[src/rtl/dff_pipe.sv]
// Elastic register pipeline: DEPTH stages of WIDTH bits with per-stage valid,
// valid/ready backpressure, bubble collapsing, synchronous flush and occupancy count.
module dff_pipe #(
  parameter int              WIDTH     = 64,
  parameter int              DEPTH     = 2,
  parameter logic [WIDTH-1:0] RESET_VAL = '0
) (
  input  logic                       clk,
  input  logic                       rst_n,
  input  logic                       flush,
  input  logic                       in_valid,
  output logic                       in_ready,
  input  logic [WIDTH-1:0]           in_data,
  output logic                       out_valid,
  input  logic                       out_ready,
  output logic [WIDTH-1:0]           out_data,
  output logic [$clog2(DEPTH+1)-1:0] count
);

  localparam int CW = $clog2(DEPTH + 1);

  logic [DEPTH-1:0] vld;
  logic [DEPTH-1:0] vld_next;
  logic [DEPTH-1:0] rdy;
  logic [DEPTH-1:0] src_vld;
  logic [DEPTH-1:0] we;
  logic [WIDTH-1:0] data     [DEPTH];
  logic [WIDTH-1:0] data_src [DEPTH];
  logic [CW-1:0]    cnt_next;
  logic             accept;

  // Ready ripples back from out_ready; an empty stage is always ready, which
  // is what lets holes close up while the output is stalled.
  always_comb begin : ready_chain
    logic r;
    rdy = '0;
    r   = out_ready;
    for (int i = DEPTH - 1; i >= 0; i--) begin
      r      = !vld[i] | r;
      rdy[i] = r;
    end
  end

  assign in_ready = rdy[0] & !flush;
  assign accept   = in_valid & in_ready;

  // Valid and data sources for each stage: stage 0 from upstream, others from
  // the previous stage.
  if (DEPTH == 1) begin : g_src_one
    assign src_vld = accept;
  end else begin : g_src_many
    assign src_vld = {vld[DEPTH-2:0], accept};
  end

  always_comb begin
    data_src[0] = in_data;
    for (int i = 1; i < DEPTH; i++) data_src[i] = data[i-1];
  end

  // NOTE: every variable written here gets a default first, so no path leaves
  // it unassigned and no latch is inferred.
  always_comb begin
    vld_next = vld;
    we       = '0;
    cnt_next = '0;
    for (int i = 0; i < DEPTH; i++) begin
      if (rdy[i]) vld_next[i] = src_vld[i];
      we[i] = rdy[i] & src_vld[i] & !flush;
    end
    if (flush) vld_next = '0;
    for (int i = 0; i < DEPTH; i++) cnt_next = cnt_next + CW'(vld_next[i]);
  end

  // NOTE: sequential state uses non-blocking assignments so every stage
  // samples its neighbour's pre-edge value.
  always_ff @(posedge clk or negedge rst_n) begin
    if (!rst_n) begin
      vld   <= '0;
      count <= '0;
    end else begin
      vld   <= vld_next;
      count <= cnt_next;
    end
  end

  // NOTE: the data registers are reset on purpose so out_data shows RESET_VAL
  // immediately; they are flops, not a RAM, so this is cheap to do.
  always_ff @(posedge clk or negedge rst_n) begin
    if (!rst_n) begin
      for (int i = 0; i < DEPTH; i++) data[i] <= RESET_VAL;
    end else begin
      for (int i = 0; i < DEPTH; i++) begin
        if (we[i]) data[i] <= data_src[i];
      end
    end
  end

  assign out_valid = vld[DEPTH-1] & !flush;
  assign out_data  = data[DEPTH-1];

endmodule

[config.mk]
export PLATFORM = sky130hd
export DESIGN_NAME = dff_pipe
export DESIGN_NICKNAME = d
export VERILOG_FILES = /design/src/rtl/dff_pipe.sv
export SDC_FILE = /design/constraint.sdc
export NUM_CORES = 1
export LEC_CHECK = 0
export CORE_ASPECT_RATIO = 0.9
export CORE_MARGIN = 2
export CORE_UTILIZATION = 45
export CTS_CLUSTER_SIZE = 16
export DETAILED_ROUTE_END_ITERATION = 16
export PLACE_DENSITY = 0.73
export REMOVE_ABC_BUFFERS = 1
export SETUP_SLACK_MARGIN = 0.15
export SYNTH_ARGS = -nofsm -noshare
export SYNTH_HDL_FRONTEND = slang
export SYNTH_SLANG_ARGS = --single-unit
[constraint.sdc]
create_clock -name clk -period 2.1 [get_ports clk]
set_input_delay 0.315 -clock clk [delete_from_list [all_inputs] [get_ports clk]]
set_output_delay 0.315 -clock clk [all_outputs]
set_load 0.03 [all_outputs]
==> results.txt <==
----------------------------------------------------
[Place]
  Final HPWL DP ... 7140 um
  Post-Place Worst Slack ... 0.0504 ns
  Placed insts ... 596
  Weighted congestion at the end of routability-driven global placement ... 0.726
  Buffers added on ports ... 136

[Yosys]
  Number of standard cells after synthesis ... 349
  Flops & latches, synth ... 132
  Cell area after synthesis ... 5730 um^2
  Yosys Warn Count ... 0
  Share of Yosys cell area claimed by the top area cell type ... 57.7%
  Cell taking the most area after synthesis ... dfrtp_1
  Cells taking the most area after synthesis ... dfrtp_1 (58%), mux2_4 (16%), mux2_2 (11%)
  Number of different library cells in the post-synthesis netlist ... 13
  Mean Syn Cell Area ... 16.4 um^2
  Part of the Yosys area used for sequential elements ... 57.7%

[Global routing]
  Wire length of the first global-routing pass ... 17,000 um
  All-Layer GR Usage ... 16.5%
  Largest net degree at the start of global routing ... 45
  Global route overflow ... 0
  Number of global-route vias before repair ... 3,266
  Number of antenna violations at the first check in global routing ... 0

[Route]
  Wirelength, routed ... 10,200 um
  Vias per inst ... 4.63
  Remaining number of nets flagged by the antenna check after routing ... 0
  Via Count ... 2,914
  Final routed wire length divided by cell count ... 16.3 um
  Iteration-0 DRC Markers ... 85
  DRC Markers ... 0
  Iteration count of the initial detailed-routing pass ... 4

[Critical path]
  Start-to-end type of the worst setup path ... register to primary output
  Startpoint type of the worst setup path ... register
  Reg-to-reg setup timing slack ... 0.47 ns
  Launch point of the worst reg-to-reg path ... vld[1]
  Kind of end point of the critical path ... primary output
  Arrival time at the worst endpoint ... 1.48 ns
  Count of buffer and inverter cells on the critical path ... 1
  Max FO, Critical Path ... 2
  Master of the slowest instance on the critical path ... clkdlybuf4s50_1
  Maximum cell stage delay along the critical path ... 0.69 ns
  Endpoint of the lowest-slack register-to-register path ... data[68]
  Cell family contributing the most delay on the critical path ... buffers and inverters
  R2r worst-path depth ... 5
  Critical path required time ... 1.78 ns
  Critical Path, Cell by Cell ... clkdlybuf4s50_1

[Cells and area]
  Layout cell share with drive strength beyond 1 ... 38.3%
  Fillers ... 968
  Layout Area Growth over Synthesis ... 31.1%
  Most common cell after layout, fill and taps aside ... clkdlybuf4s50_1
  Number of diodes added for antenna fixing ... 0
  Commonest cells after routing, fill and taps aside ... clkdlybuf4s50_1 (133), dfrtp_1 (132), mux2_4 (60), mux2_2 (58), buf_4 (19)
  Util after Layout ... 59.9%
  Non-filler cells, final ... 629
  Number of nets in the finished design ... 522

[Power]
  Worst-case vdd ir drop ... 0.000856 V
  Power Total ... 8890 uW
  Leakage power summed over all cells ... 0.00331 uW
  Power per unit of standard cell area ... 1180 nW/um^2

[Floorplanning]
  Die width ... 123 um
  Initial cell density of the core ... 45.7%
  Vert. Die Dim ... 111 um
  Area of the core ... 12,500 um^2
  Total die area ... 13,700 um^2
  Standard-cell rows ... 39
  I/O pin total ... 137

[STA]
  Headroom to the max-slew limit ... 60.1%
  Hold Worst Slack ... 0.462 ns
  Count of endpoints failing hold in the final timing report ... 0
  Final Skew ... 0.00637 ns
  Slew @ Worst Pin ... 0.598 ns
  Setup repair after global routing missed its margin ... no
  Crit path time final ... 1.80 ns
  Slew Limit Fails ... 0
  Part of the cycle the worst path needs ... 85.6%
  Setup violators final ... 0
  Max Freq ... 556 MHz
  Crit path setup slack, layout ... 0.303 ns

[CTS]
  CTS tree ... yes
  Clock root buffer ... clkbuf_16
  Clock Pin Slew Worst Setup and Hold Paths ... 0.06 ns
  Worst-case clock buffer depth ... 2
  Number of sinks driven by the clock tree ... 132
  Level count of the clock H-tree ... 4
  Number of buffers created by CTS ... 17
  Number of setup buffers added after CTS ... 0
  Clock latency on the worst-skew pair ... 0.41 ns

[Flow run]
  Max-capacitance violation count ... 0

[Hold path]
  Worst min-delay path class ... input pin to asynchronous set/reset pin

[Status]
  Result of the run ... completed

----------------------------------------------------
==> per-stage QoR <==
step           cell area, um^2  setup TNS, ns
2_1_floorplan             5040        -431.86
3_3_place_gp              6900              0
3_5_place_dp              6900              0
4_1_cts                   7510              0
5_1_grt                   7510              0
6_report                  7510              0
==> area by class of cell <==
| cell class | instances | area, um^2 | share of cell area (%) |
|---|---|---|---|
| Sequential cell | 132 | 3300 | 44.0 |
| Multi-Input combinational cell | 139 | 1750 | 23.3 |
| Timing Repair Buffer | 162 | 1650 | 22.0 |
| Clock buffer | 23 | 498 | 6.63 |
| Tap cell | 164 | 205 | 2.73 |
| Clock inverter | 9 | 100 | 1.33 |
==> routing by layer <==
| layer | routed length (um) | GRT usage (%) | vias to the layer above |
|---|---|---|---|
| met1 | 4570 | 21.3 | 1469 |
| met4 | 132 | 6.67 | 0 |
| li1 | - | - | 1340 |
| met5 | 0 | 0 | - |
| met3 | 659 | 7.00 | 11 |
| met2 | 4880 | 24.3 | 94 |
==> worst max path at each step <==
| stage | from | to | slack (ns) | cells past startpoint |
|---|---|---|---|---|
| 5_1_grt | out_data[17] | out_data[17] | 0.23 | 1 |
| 6_report | out_data[41] | out_data[41] | 0.30 | 1 |
| 4_1_cts | out_data[44] | out_data[44] | 0.28 | 1 |
| 3_3_place_gp | out_ready | data[83] | 0.06 | 6 |
| 2_1_floorplan | vld[1] | out_data[0] | -3.85 | 3 |
| 3_5_place_dp | out_ready | data[79] | 0.05 | 6 |
==> flip-flops by register name (all words and copies together), names as in the netlist <==
register  count
count         2
vld           2
out_data     64
data         64
==> cells in the mapped netlist, drive strengths merged <==
cell and n:
and3b 1, dfrtp 132, nor2b 2, buf 78, mux2 128, nor3b 2, nor2 5, ha 1
==> timing repair <==
action | CTS | global route
endpoints found under the setup margin | 1 | 0
hold buffers | 1 | 0
gates resized for setup | 1 | 0
hold endpoints to repair | 41 | 0
==> cell families after synthesis <==
family / synth area share, %
fa+ha+maj: 0.218
buf+inv: 12.0
flops: 57.7
mux: 29.1
simple gates: 1.05
==> where the power goes <==
group          switching [uW]  total [uW]  internal (uW)
registers                 298        3410           3110
clock network            1040        2940           1890
logic                    1230        2540           1310
(Power assumes the default switching activity.)
==> edit (same flow settings) <==
The output `count` loses its register stage (`count` becomes a continuous assignment).
--- a/src/rtl/dff_pipe.sv
+++ b/src/rtl/dff_pipe.sv
@@ -76,12 +76,12 @@
   always_ff @(posedge clk or negedge rst_n) begin
     if (!rst_n) begin
       vld   <= '0;
-      count <= '0;
     end else begin
       vld   <= vld_next;
-      count <= cnt_next;
     end
   end
+
+  assign count = cnt_next;
 
   // NOTE: the data registers are reset on purpose so out_data shows RESET_VAL
   // immediately; they are flops, not a RAM, so this is cheap to do.
Behaviour: not the same (a bounded check fails within 4 cycles, from zero or initial values and one cycle with rst_n low).
==> edit against the original RTL <==
- count of clock-buffer cells in the layout did not move
- sequential cell count decreased by 2
- via count grew 0.65%
- cell count shrank 2.5%
- die area is 0.85% lower
- hold slack got worse by 87 ps
- area after synthesis is 0.87% lower
- clock power shrank 1%
- cell area fell by 1.7%
- wire length increased by 0.23%
- power fell by 1.0%
- worst setup slack lost 170 ps
- critical path type is now in2out
- largest cell class unchanged
==> edit: results (changes against the original RTL) <==
INFO  metric avgViaCountPerCell = 4.78 (was 4.63)
INFO  metric post_route_cells_drive_above_1_share = 38.6% (was 38.3%)
INFO  metric grt_pass1_vias = 3268 (was 3266)
INFO  metric routed_wl = 10300 um (was 10200 um)
INFO  metric design.final.nets = 510 (was 522)
INFO  metric track_usage = 16.5% (about the same)
INFO  metric yosys.area_share.adder = 0.220% (was 0.218%)
INFO  metric outcome = completed (unchanged)
INFO  metric worstReg2RegEnd = data[66] (was data[68])
INFO  metric first_pass_grt_wire_length = 16900 um (was 17000 um)
INFO  metric synthTopCellsByArea = sky130_fd_sc_hd__dfrtp_1, sky130_fd_sc_hd__mux2_4, sky130_fd_sc_hd__mux2_2 (unchanged)
INFO  metric fillers = 929 (was 968)
INFO  metric synth_mux_area_share = 29.3% (was 29.1%)
INFO  metric final_setup_skew = 9.79 ps (was 6.37 ps)
INFO  metric portion_of_the_post_synthesis_area_used_by_sequential_elements = 57.3% (was 57.7%)
INFO  metric reg2reg_setup_slack = 240 ps (was 470 ps)
INFO  metric peakVddDrop = 0.658 mV (was 0.856 mV)
INFO  metric whs = 374 ps (was 462 ps)
INFO  metric largest_stage_delay_on_the_critical_path = 510 ps (was 690 ps)
INFO  metric tightestPinTransition = 416 ps (was 598 ps)
INFO  metric grt_max_degree = 59 (was 45)
INFO  metric leakage = 3.22 nW (was 3.31 nW)
INFO  metric launch_point_of_the_critical_path = out_ready (was out_data[41])
INFO  metric dp_hpwl = 6790 um (was 7140 um)
INFO  metric finalWeightedCongestion = 0.674 (was 0.726)
INFO  metric netlist_top_cells_count = sky130_fd_sc_hd__dfrtp_1, sky130_fd_sc_hd__buf_4, sky130_fd_sc_hd__mux2_4 (unchanged)
edit: changes by cell type after synthesis, sizes merged:
| cell | change |
|---|---|
| dfrtp | -2 |
edit: area by class of cell:
class / instances / share of cell area, %
tap: 160 / 2.71
clock inverter: 9 / 1.41
timing repair buffer: 152 / 21.0
sequential: 130 / 44.1
clock buffer: 23 / 6.61
multi-input combinational: 139 / 24.2
edit: how the worst max path moves through the flow:
stage                       end  slack, ps
floorplan           out_data[0]      -3850
global placement       data[66]         -6
detailed placement     data[66]         -5
CTS                    count[0]        150
global route           count[0]        100
finish                 count[0]        130
edit: power by group:
| group | internal [mW] | leakage, nW | switching [mW] |
|---|---|---|---|
| Combinational | 1.30 | 1.39 | 1.23 |
| Sequential | 3.07 | 1.54 | 0.304 |
| Clock | 1.86 | 0.289 | 1.03 |
| Total | 6.23 | 3.22 | 2.57 |
edit: what timing repair did:
| action | in CTS | in global routing |
|---|---|---|
| hold endpoints to repair | 30 | 0 |
| pin swaps | 2 | 3 |
| hold buffers | 1 | 0 |
| resized for setup | 3 | 7 |
| setup endpoints to repair | 2 | 2 |
| setup buffers | 2 | 0 |
edit: layer usage:
layer  global-route usage (%)  share of wire [%]
met4                     6.21                1.3
met3                     7.23                7.0
met2                     25.7                 49
met5                        0                  0
met1                     20.1                 42
edit: cells by family after synthesis:
logic type    after synthesis
buf+inv                    78
fa+ha+maj                   1
simple gates               10
flops                     130
mux                       128
edit: worst reg2reg max path, stage by stage (launching register included):
cell and delay (ps):
sky130_fd_sc_hd__dfrtp_1 400, sky130_fd_sc_hd__and3b_2 250, sky130_fd_sc_hd__buf_4 150, sky130_fd_sc_hd__nor3b_4 240
sky130_fd_sc_hd__buf_12 290, sky130_fd_sc_hd__mux2_2 430
edit: metrics by stage:
stage	util (%)	setup slack (ps)	instances	area (um^2)
6_report	60.6	133	613	7380
5_1_grt	60.6	101	613	7380
4_1_cts	60.4	153	613	7350
3_5_place_dp	55.3	-5.31	578	6730
3_3_place_gp	55.3	-6.40	578	6730
2_1_floorplan	-	-3850	269	4990
